==> config.mk <==
export PLATFORM = sky130hd
export DESIGN_NAME = btn_event_gen
export DESIGN_NICKNAME = d
export VERILOG_FILES = /design/src/rtl/btn_event_gen_pkg.sv /design/src/rtl/btn_event_gen.sv
export SDC_FILE = /design/constraint.sdc
export NUM_CORES = 1
export LEC_CHECK = 0
export ABC_CLOCK_PERIOD_IN_PS = 4900
export CORE_MARGIN = 3
export CORE_UTILIZATION = 55
export CTS_CLUSTER_DIAMETER = 50
export DETAILED_ROUTE_END_ITERATION = 10
export HOLD_SLACK_MARGIN = 0.15
export PLACE_DENSITY = 0.75
export RECOVER_POWER = 25
export SYNTH_ARGS = -nofsm -noshare
export SYNTH_HDL_FRONTEND = slang
export SYNTH_SLANG_ARGS = --single-unit
==> constraint.sdc <==
create_clock -name clk -period 4.9 [get_ports clk]
set_input_delay 0.49 -clock clk [delete_from_list [all_inputs] [get_ports clk]]
set_output_delay 0.49 -clock clk [all_outputs]
set_load 0.01 [all_outputs]
==> src/rtl/btn_event_gen_pkg.sv <==
// Shared sizing helpers for the button event generator.
package btn_event_gen_pkg;

  function automatic int unsigned max_u(input int unsigned a, input int unsigned b);
    return (a > b) ? a : b;
  endfunction

  // One spare bit of headroom above the widest terminal count.
  function automatic int unsigned cnt_width(input int unsigned long_cycles,
                                            input int unsigned repeat_cycles);
    return $clog2(max_u(long_cycles, repeat_cycles)) + 1;
  endfunction

endpackage

==> src/rtl/btn_event_gen.sv <==
// Button event generator: press/release/long/auto-repeat strobes and a held level,
// all registered, from a debounced clk-synchronous button level.
module btn_event_gen
  import btn_event_gen_pkg::*;
#(
  parameter int unsigned LONG_CYCLES   = 50000000,
  parameter int unsigned REPEAT_CYCLES = 10000000
) (
  input  logic clk,
  input  logic rst,
  input  logic btn_level,
  output logic press_pulse,
  output logic release_pulse,
  output logic long_pulse,
  output logic repeat_pulse,
  output logic held
);

  localparam int unsigned CW = cnt_width(LONG_CYCLES, REPEAT_CYCLES);

  typedef enum logic [1:0] {
    IDLE  = 2'd0,
    PRESS = 2'd1,
    LONG  = 2'd2
  } state_t;

  localparam logic [CW-1:0] CNT_MAX = '1;
  // The counter reads N-1 during the cycle whose edge must emit the N-th strobe.
  localparam logic [CW-1:0] LONG_LAST   = CW'(LONG_CYCLES - 1);
  localparam logic [CW-1:0] REPEAT_LAST = CW'(REPEAT_CYCLES - 1);

  state_t        state_q, state_d;
  logic [CW-1:0] cnt_q, cnt_d, cnt_inc;
  logic          prev_q;
  logic          press_d, release_d, long_d, repeat_d, held_d;

  assign cnt_inc = (cnt_q == CNT_MAX) ? cnt_q : cnt_q + 1'b1;

  always_comb begin
    // NOTE: every signal gets a default before the case so no path leaves it unassigned (no latches).
    state_d   = state_q;
    cnt_d     = cnt_inc;
    press_d   = 1'b0;
    release_d = 1'b0;
    long_d    = 1'b0;
    repeat_d  = 1'b0;
    held_d    = held_q_sig();

    unique case (state_q)
      IDLE: begin
        cnt_d = '0;
        if (btn_level && !prev_q) begin
          state_d = PRESS;
          press_d = 1'b1;
          held_d  = 1'b1;
        end
      end
      PRESS: begin
        // Release is tested first so it wins over a coincident expiry.
        if (!btn_level) begin
          state_d   = IDLE;
          release_d = 1'b1;
          held_d    = 1'b0;
          cnt_d     = '0;
        end else if (cnt_q == LONG_LAST) begin
          state_d = LONG;
          long_d  = 1'b1;
          cnt_d   = '0;
        end
      end
      LONG: begin
        if (!btn_level) begin
          state_d   = IDLE;
          release_d = 1'b1;
          held_d    = 1'b0;
          cnt_d     = '0;
        end else if (cnt_q == REPEAT_LAST) begin
          repeat_d = 1'b1;
          cnt_d    = '0;
        end
      end
      default: begin
        state_d = IDLE;
        cnt_d   = '0;
        held_d  = 1'b0;
      end
    endcase
  end

  function automatic logic held_q_sig();
    return held;
  endfunction

  always_ff @(posedge clk or posedge rst) begin
    if (rst) begin
      state_q       <= IDLE;
      cnt_q         <= '0;
      prev_q        <= 1'b0;
      press_pulse   <= 1'b0;
      release_pulse <= 1'b0;
      long_pulse    <= 1'b0;
      repeat_pulse  <= 1'b0;
      held          <= 1'b0;
    end else begin
      // NOTE: non-blocking so every register samples the pre-edge values of the others.
      state_q       <= state_d;
      cnt_q         <= cnt_d;
      prev_q        <= btn_level;
      press_pulse   <= press_d;
      release_pulse <= release_d;
      long_pulse    <= long_d;
      repeat_pulse  <= repeat_d;
      held          <= held_d;
    end
  end

endmodule

==> metrics.log <==
INFO  metric outcome = finished with violations
INFO  metric violations = capacitance limit, slew limit
INFO  metric h-tree-depth = 2
INFO  metric place.detailed.hpwl = 2.78 mm
INFO  metric top_level_ports = 8
INFO  metric syn_nets = 210
INFO  metric total_grt_usage = roughly a fifth
INFO  metric vias_per_cell = roughly 6.0
INFO  metric switching_share = 28.6%
INFO  metric power.net_switching = between 0.00015 and 0.0002 W
INFO  metric worst_setup_hold_path_clk_slew = 0.09 ns
INFO  metric first_global_vias = approximately 1500
INFO  metric power_per_cell_area = between 200 and 300 nW/um^2
INFO  metric maxSlewViolCount = 36
INFO  metric worstMarginPinSlew = roughly 1.8 ns
INFO  metric detail_route.iter0.violations = 91
INFO  metric power.share.clock = between 20% and 30%
INFO  metric maximum_number_of_pins_on_one_net_before_global_route_repair = 36
INFO  metric beginning_of_the_worst_register_to_register_path = cnt_q[17]
INFO  metric fillers = approximately 280
INFO  metric final_layout_size_suffix_gt1_share = under 10%
INFO  metric worstHoldStart = prev_q
INFO  metric yosysWarnings = 0
INFO  metric hold_slack = around 0.55 ns
INFO  metric total_power = approximately 0.00056 W
INFO  metric syn_inst = 203
INFO  metric hold_violations = 0
INFO  metric fin_crit_sh = 48.8%
INFO  metric post_synthesis_cell_area = roughly 1900 um^2
INFO  metric antenna_violating_nets_post_route = 0
INFO  metric regToRegSetupSlack = about 2.5 ns
INFO  metric num_vias = about 1500
INFO  metric final_critical_path_setup_slack = ~2.5 ns
INFO  metric chipWidth = approximately 65 um
INFO  metric fin_nets = roughly 220
INFO  metric synth.top_cells.by_area = sky130_fd_sc_hd__dfrtp_1 (45%), sky130_fd_sc_hd__xnor2_1 (10%), sky130_fd_sc_hd__nor2_1 (5.4%)
INFO  metric power_frac_comb = slightly below 20%
INFO  metric min-delay-path-class = reg -> reg
INFO  metric seq_power_share = between 50 and 60%
INFO  metric postCtsHoldBufs = 0
INFO  metric intPower = about 0.00040 W
INFO  metric capture_endpoint_of_the_worst_hold_path = press_pulse
INFO  metric drt_pre_antenna_iters = 4
INFO  metric cp_max_fo = 27
INFO  metric critPathKind = reg -> reg
INFO  metric routed-wl-met3 = around 180 um
INFO  metric maximum_buffer_depth_of_the_clock_tree = 2
INFO  metric most-common-layout-cells = sky130_fd_sc_hd__dfrtp_1 (35), sky130_fd_sc_hd__nor2_1 (28), sky130_fd_sc_hd__xnor2_1 (22)
INFO  metric synth_cell_type_count = 36
INFO  metric critical_path_s_slowest_cell = sky130_fd_sc_hd__o21ai_4
INFO  metric routed_wire_length_per_instance = 15.1 um
INFO  metric grt-ovfl-total = 0
INFO  metric cell_taking_the_most_area_after_synthesis = sky130_fd_sc_hd__dfrtp_1
INFO  metric routedLengthMet1 = roughly 1.7 mm
INFO  metric critical_path.max_stage_delay = slightly below 0.6 ns
INFO  metric combined_flip_flop_and_latch_cell_area = 876 um^2
INFO  metric cp_data_required_time = 5.09 ns
INFO  metric synth-seq-area-share = between 40 and 50%
INFO  metric layout_area_overhead = 6.86%
INFO  metric worst_hold_path.num_cells = 2
INFO  metric clkLatencyLatePin = 0.34 ns
INFO  metric synthDominantCellAreaShare = roughly 45%
INFO  metric met2RoutedLength = 1.88 mm
INFO  metric ys_ff_latch = 35
INFO  metric drt_drc_violations_left = 0
INFO  metric clock_tree_from_tritoncts = built
INFO  metric postSynthAreaPerCell = between 9 and 10 um^2
INFO  metric crit-reg2reg-capture = cnt_q[22]
INFO  metric timing.critical_path.arrival = between 2 and 3 ns
INFO  metric wirelength = between 3 and 4 mm
INFO  metric start_kind = flip-flop
INFO  metric num_antenna_cells = 0
INFO  metric mostFrequentLayoutCell = sky130_fd_sc_hd__dfrtp_1
INFO  metric cts.sink_count = 35
INFO  metric rsz0062_at_grt = no
INFO  metric worst_r2r_path_depth = 5
INFO  metric tns = 0 ns
INFO  metric fp.dieArea = 4260 um^2
INFO  metric peakVddDrop = 0.142 mV
INFO  metric floorplan.core_area = roughly 3200 um^2
INFO  metric final_worst_clock_skew = between 0.005 and 0.006 ns
INFO  metric path_delay_family = simple AND/OR/NAND/NOR gates
INFO  metric floorplan.initialDensity = 60.4%
INFO  metric setup_viol = 0
INFO  metric critical_path.cell_chain = or4b_1 > nor4_2 > a21oi_1 > o21ai_4 > nor2_1
INFO  metric maxCapViolations = 1
INFO  metric die_outline_height = 65.3 um
INFO  metric placement_rows = 20
INFO  metric grt_antenna_before_repair = 0
INFO  metric cts-buffers-inserted = 5
INFO  metric post_cts.resized_instances = 0
INFO  metric timing.slew.headroom = -20.6%
INFO  metric area_taken_by_multi_input_logic_gates = between 1000 and 1500 um^2
INFO  metric highest-signal-layer = met4
INFO  metric post-cts-setup-buffers = 0
INFO  metric path_buf_inv = 0
INFO  metric p_leak = about 0.75 nW
INFO  metric gp_congestion = 0.934
INFO  metric grt_first_pass_wirelength = 6.89 mm
INFO  metric detailedPlace.worstSlack = between 2 and 3 ns
INFO  metric worst_setup_path_end_kind = flip-flop
INFO  metric max_clock_freq = 0.419 GHz
INFO  metric timing.final.crit_period = ~2.4 ns
INFO  metric clockRootBuffer = sky130_fd_sc_hd__clkbuf_4
INFO  metric place.port_buffers = 7
how the worst max path moves through the flow:
| stage | to | slack, ns | from | cells after the start |
|---|---|---|---|---|
| floorplan | cnt_q[11] | 2.97 | cnt_q[17] | 6 |
| finish | cnt_q[22] | 2.51 | cnt_q[17] | 5 |
| global placement | cnt_q[25] | 2.65 | cnt_q[17] | 5 |
| CTS | cnt_q[22] | 2.50 | cnt_q[17] | 5 |
| detailed placement | cnt_q[22] | 2.53 | cnt_q[17] | 5 |
| global route | cnt_q[17] | 2.24 | rst | 3 |
cells in the mapped netlist:
cell type,n
sky130_fd_sc_hd__buf_6,2
sky130_fd_sc_hd__nand3b_1,1
sky130_fd_sc_hd__nor2b_1,2
sky130_fd_sc_hd__a31oi_1,1
sky130_fd_sc_hd__nand4_1,9
sky130_fd_sc_hd__a2111oi_1,1
sky130_fd_sc_hd__nor3_1,7
sky130_fd_sc_hd__inv_1,5
sky130_fd_sc_hd__nor4_2,1
sky130_fd_sc_hd__a21boi_0,2
sky130_fd_sc_hd__ha_1,4
sky130_fd_sc_hd__and3_1,4
sky130_fd_sc_hd__nor2_1,28
sky130_fd_sc_hd__and2_1,3
sky130_fd_sc_hd__clkbuf_1,4
sky130_fd_sc_hd__and4_1,7
sky130_fd_sc_hd__nor2_2,2
sky130_fd_sc_hd__nand4bb_1,1
sky130_fd_sc_hd__a211oi_1,6
sky130_fd_sc_hd__mux2_2,1
sky130_fd_sc_hd__and4_2,1
sky130_fd_sc_hd__nor3_2,1
sky130_fd_sc_hd__nor4bb_1,2
sky130_fd_sc_hd__dfrtp_1,35
sky130_fd_sc_hd__or4b_1,1
sky130_fd_sc_hd__or2_2,1
sky130_fd_sc_hd__a22o_1,1
sky130_fd_sc_hd__a21oi_1,12
sky130_fd_sc_hd__xnor2_1,22
sky130_fd_sc_hd__o21ai_4,1
sky130_fd_sc_hd__nor4_1,3
sky130_fd_sc_hd__nand2_1,18
sky130_fd_sc_hd__nand3_1,6
sky130_fd_sc_hd__nand2b_1,1
sky130_fd_sc_hd__a2111oi_0,4
sky130_fd_sc_hd__o21ai_0,3
layout make-up:
class                   instances  share of cell area, %
clock buffers                   6                   2.00
inverters                       5                  0.908
multi-input cells             157                   48.5
flip-flops and latches         35                   42.4
well taps                      44                   2.66
repair buffers                  8                   3.57
power groups by stage:
| stage | Sequential (W) | Clock, W | Combinational (W) |
|---|---|---|---|
| 6_report | 0.000314 | 0.000136 | 0.000109 |
| 4_1_cts | 0.000313 | 0.000142 | 0.000111 |
| 3_3_place_gp | 0.000318 | 0 | 0.000104 |
| 3_5_place_dp | 0.000319 | 0 | 0.000111 |
| 2_1_floorplan | 0.000321 | 0 | 0.0000802 |
| 5_1_grt | 0.000315 | 0.000156 | 0.000121 |
stage by stage:
step / cell area, um^2 / util (%) / std cells
6_report: 2070 / 64.5 / 255
5_1_grt: 2070 / 64.5 / 255
4_1_cts: 2070 / 64.6 / 255
3_5_place_dp: 2030 / 63.4 / 249
3_3_place_gp: 2030 / 63.4 / 249
2_1_floorplan: 1930 / - / 203
sequential cells by signal, summed over array words and instances (netlist names):
| signal | count |
|---|---|
| press_pulse | 1 |
| repeat_pulse | 1 |
| held | 1 |
| release_pulse | 1 |
| prev_q | 1 |
| cnt_q | 27 |
| long_pulse | 1 |
| state_q | 2 |
worst reg2reg max path: stages (launching register included):
cell                      delay [ns]
sky130_fd_sc_hd__dfrtp_1        0.46
sky130_fd_sc_hd__or4b_1         0.57
sky130_fd_sc_hd__nor4_2         0.34
sky130_fd_sc_hd__a21oi_1        0.15
sky130_fd_sc_hd__o21ai_4        0.58
sky130_fd_sc_hd__nor2_1         0.15
kinds of logic (layout without fill, tap and decap cells):
kind of cell    count (synthesis)  in the layout  share of synthesized area (%)
simple gates                   99             99                           27.7
buf+inv                        11             19                           2.91
flops                          35             35                           45.3
fa+ha+maj                       4              4                           2.59
mux                             1              1                          0.582
compound gates                 31             31                           10.9
xor+xnor                       22             22                           9.96
per-layer routing:
metal  vias up  global-route usage [%]
met2        37                    34.5
met3        16                    5.81
li1        748                       -
met4         0                    9.33
met5         -                       0
met1       733                    26.1
No activity file was read; power rests on OpenSTA's default activity.
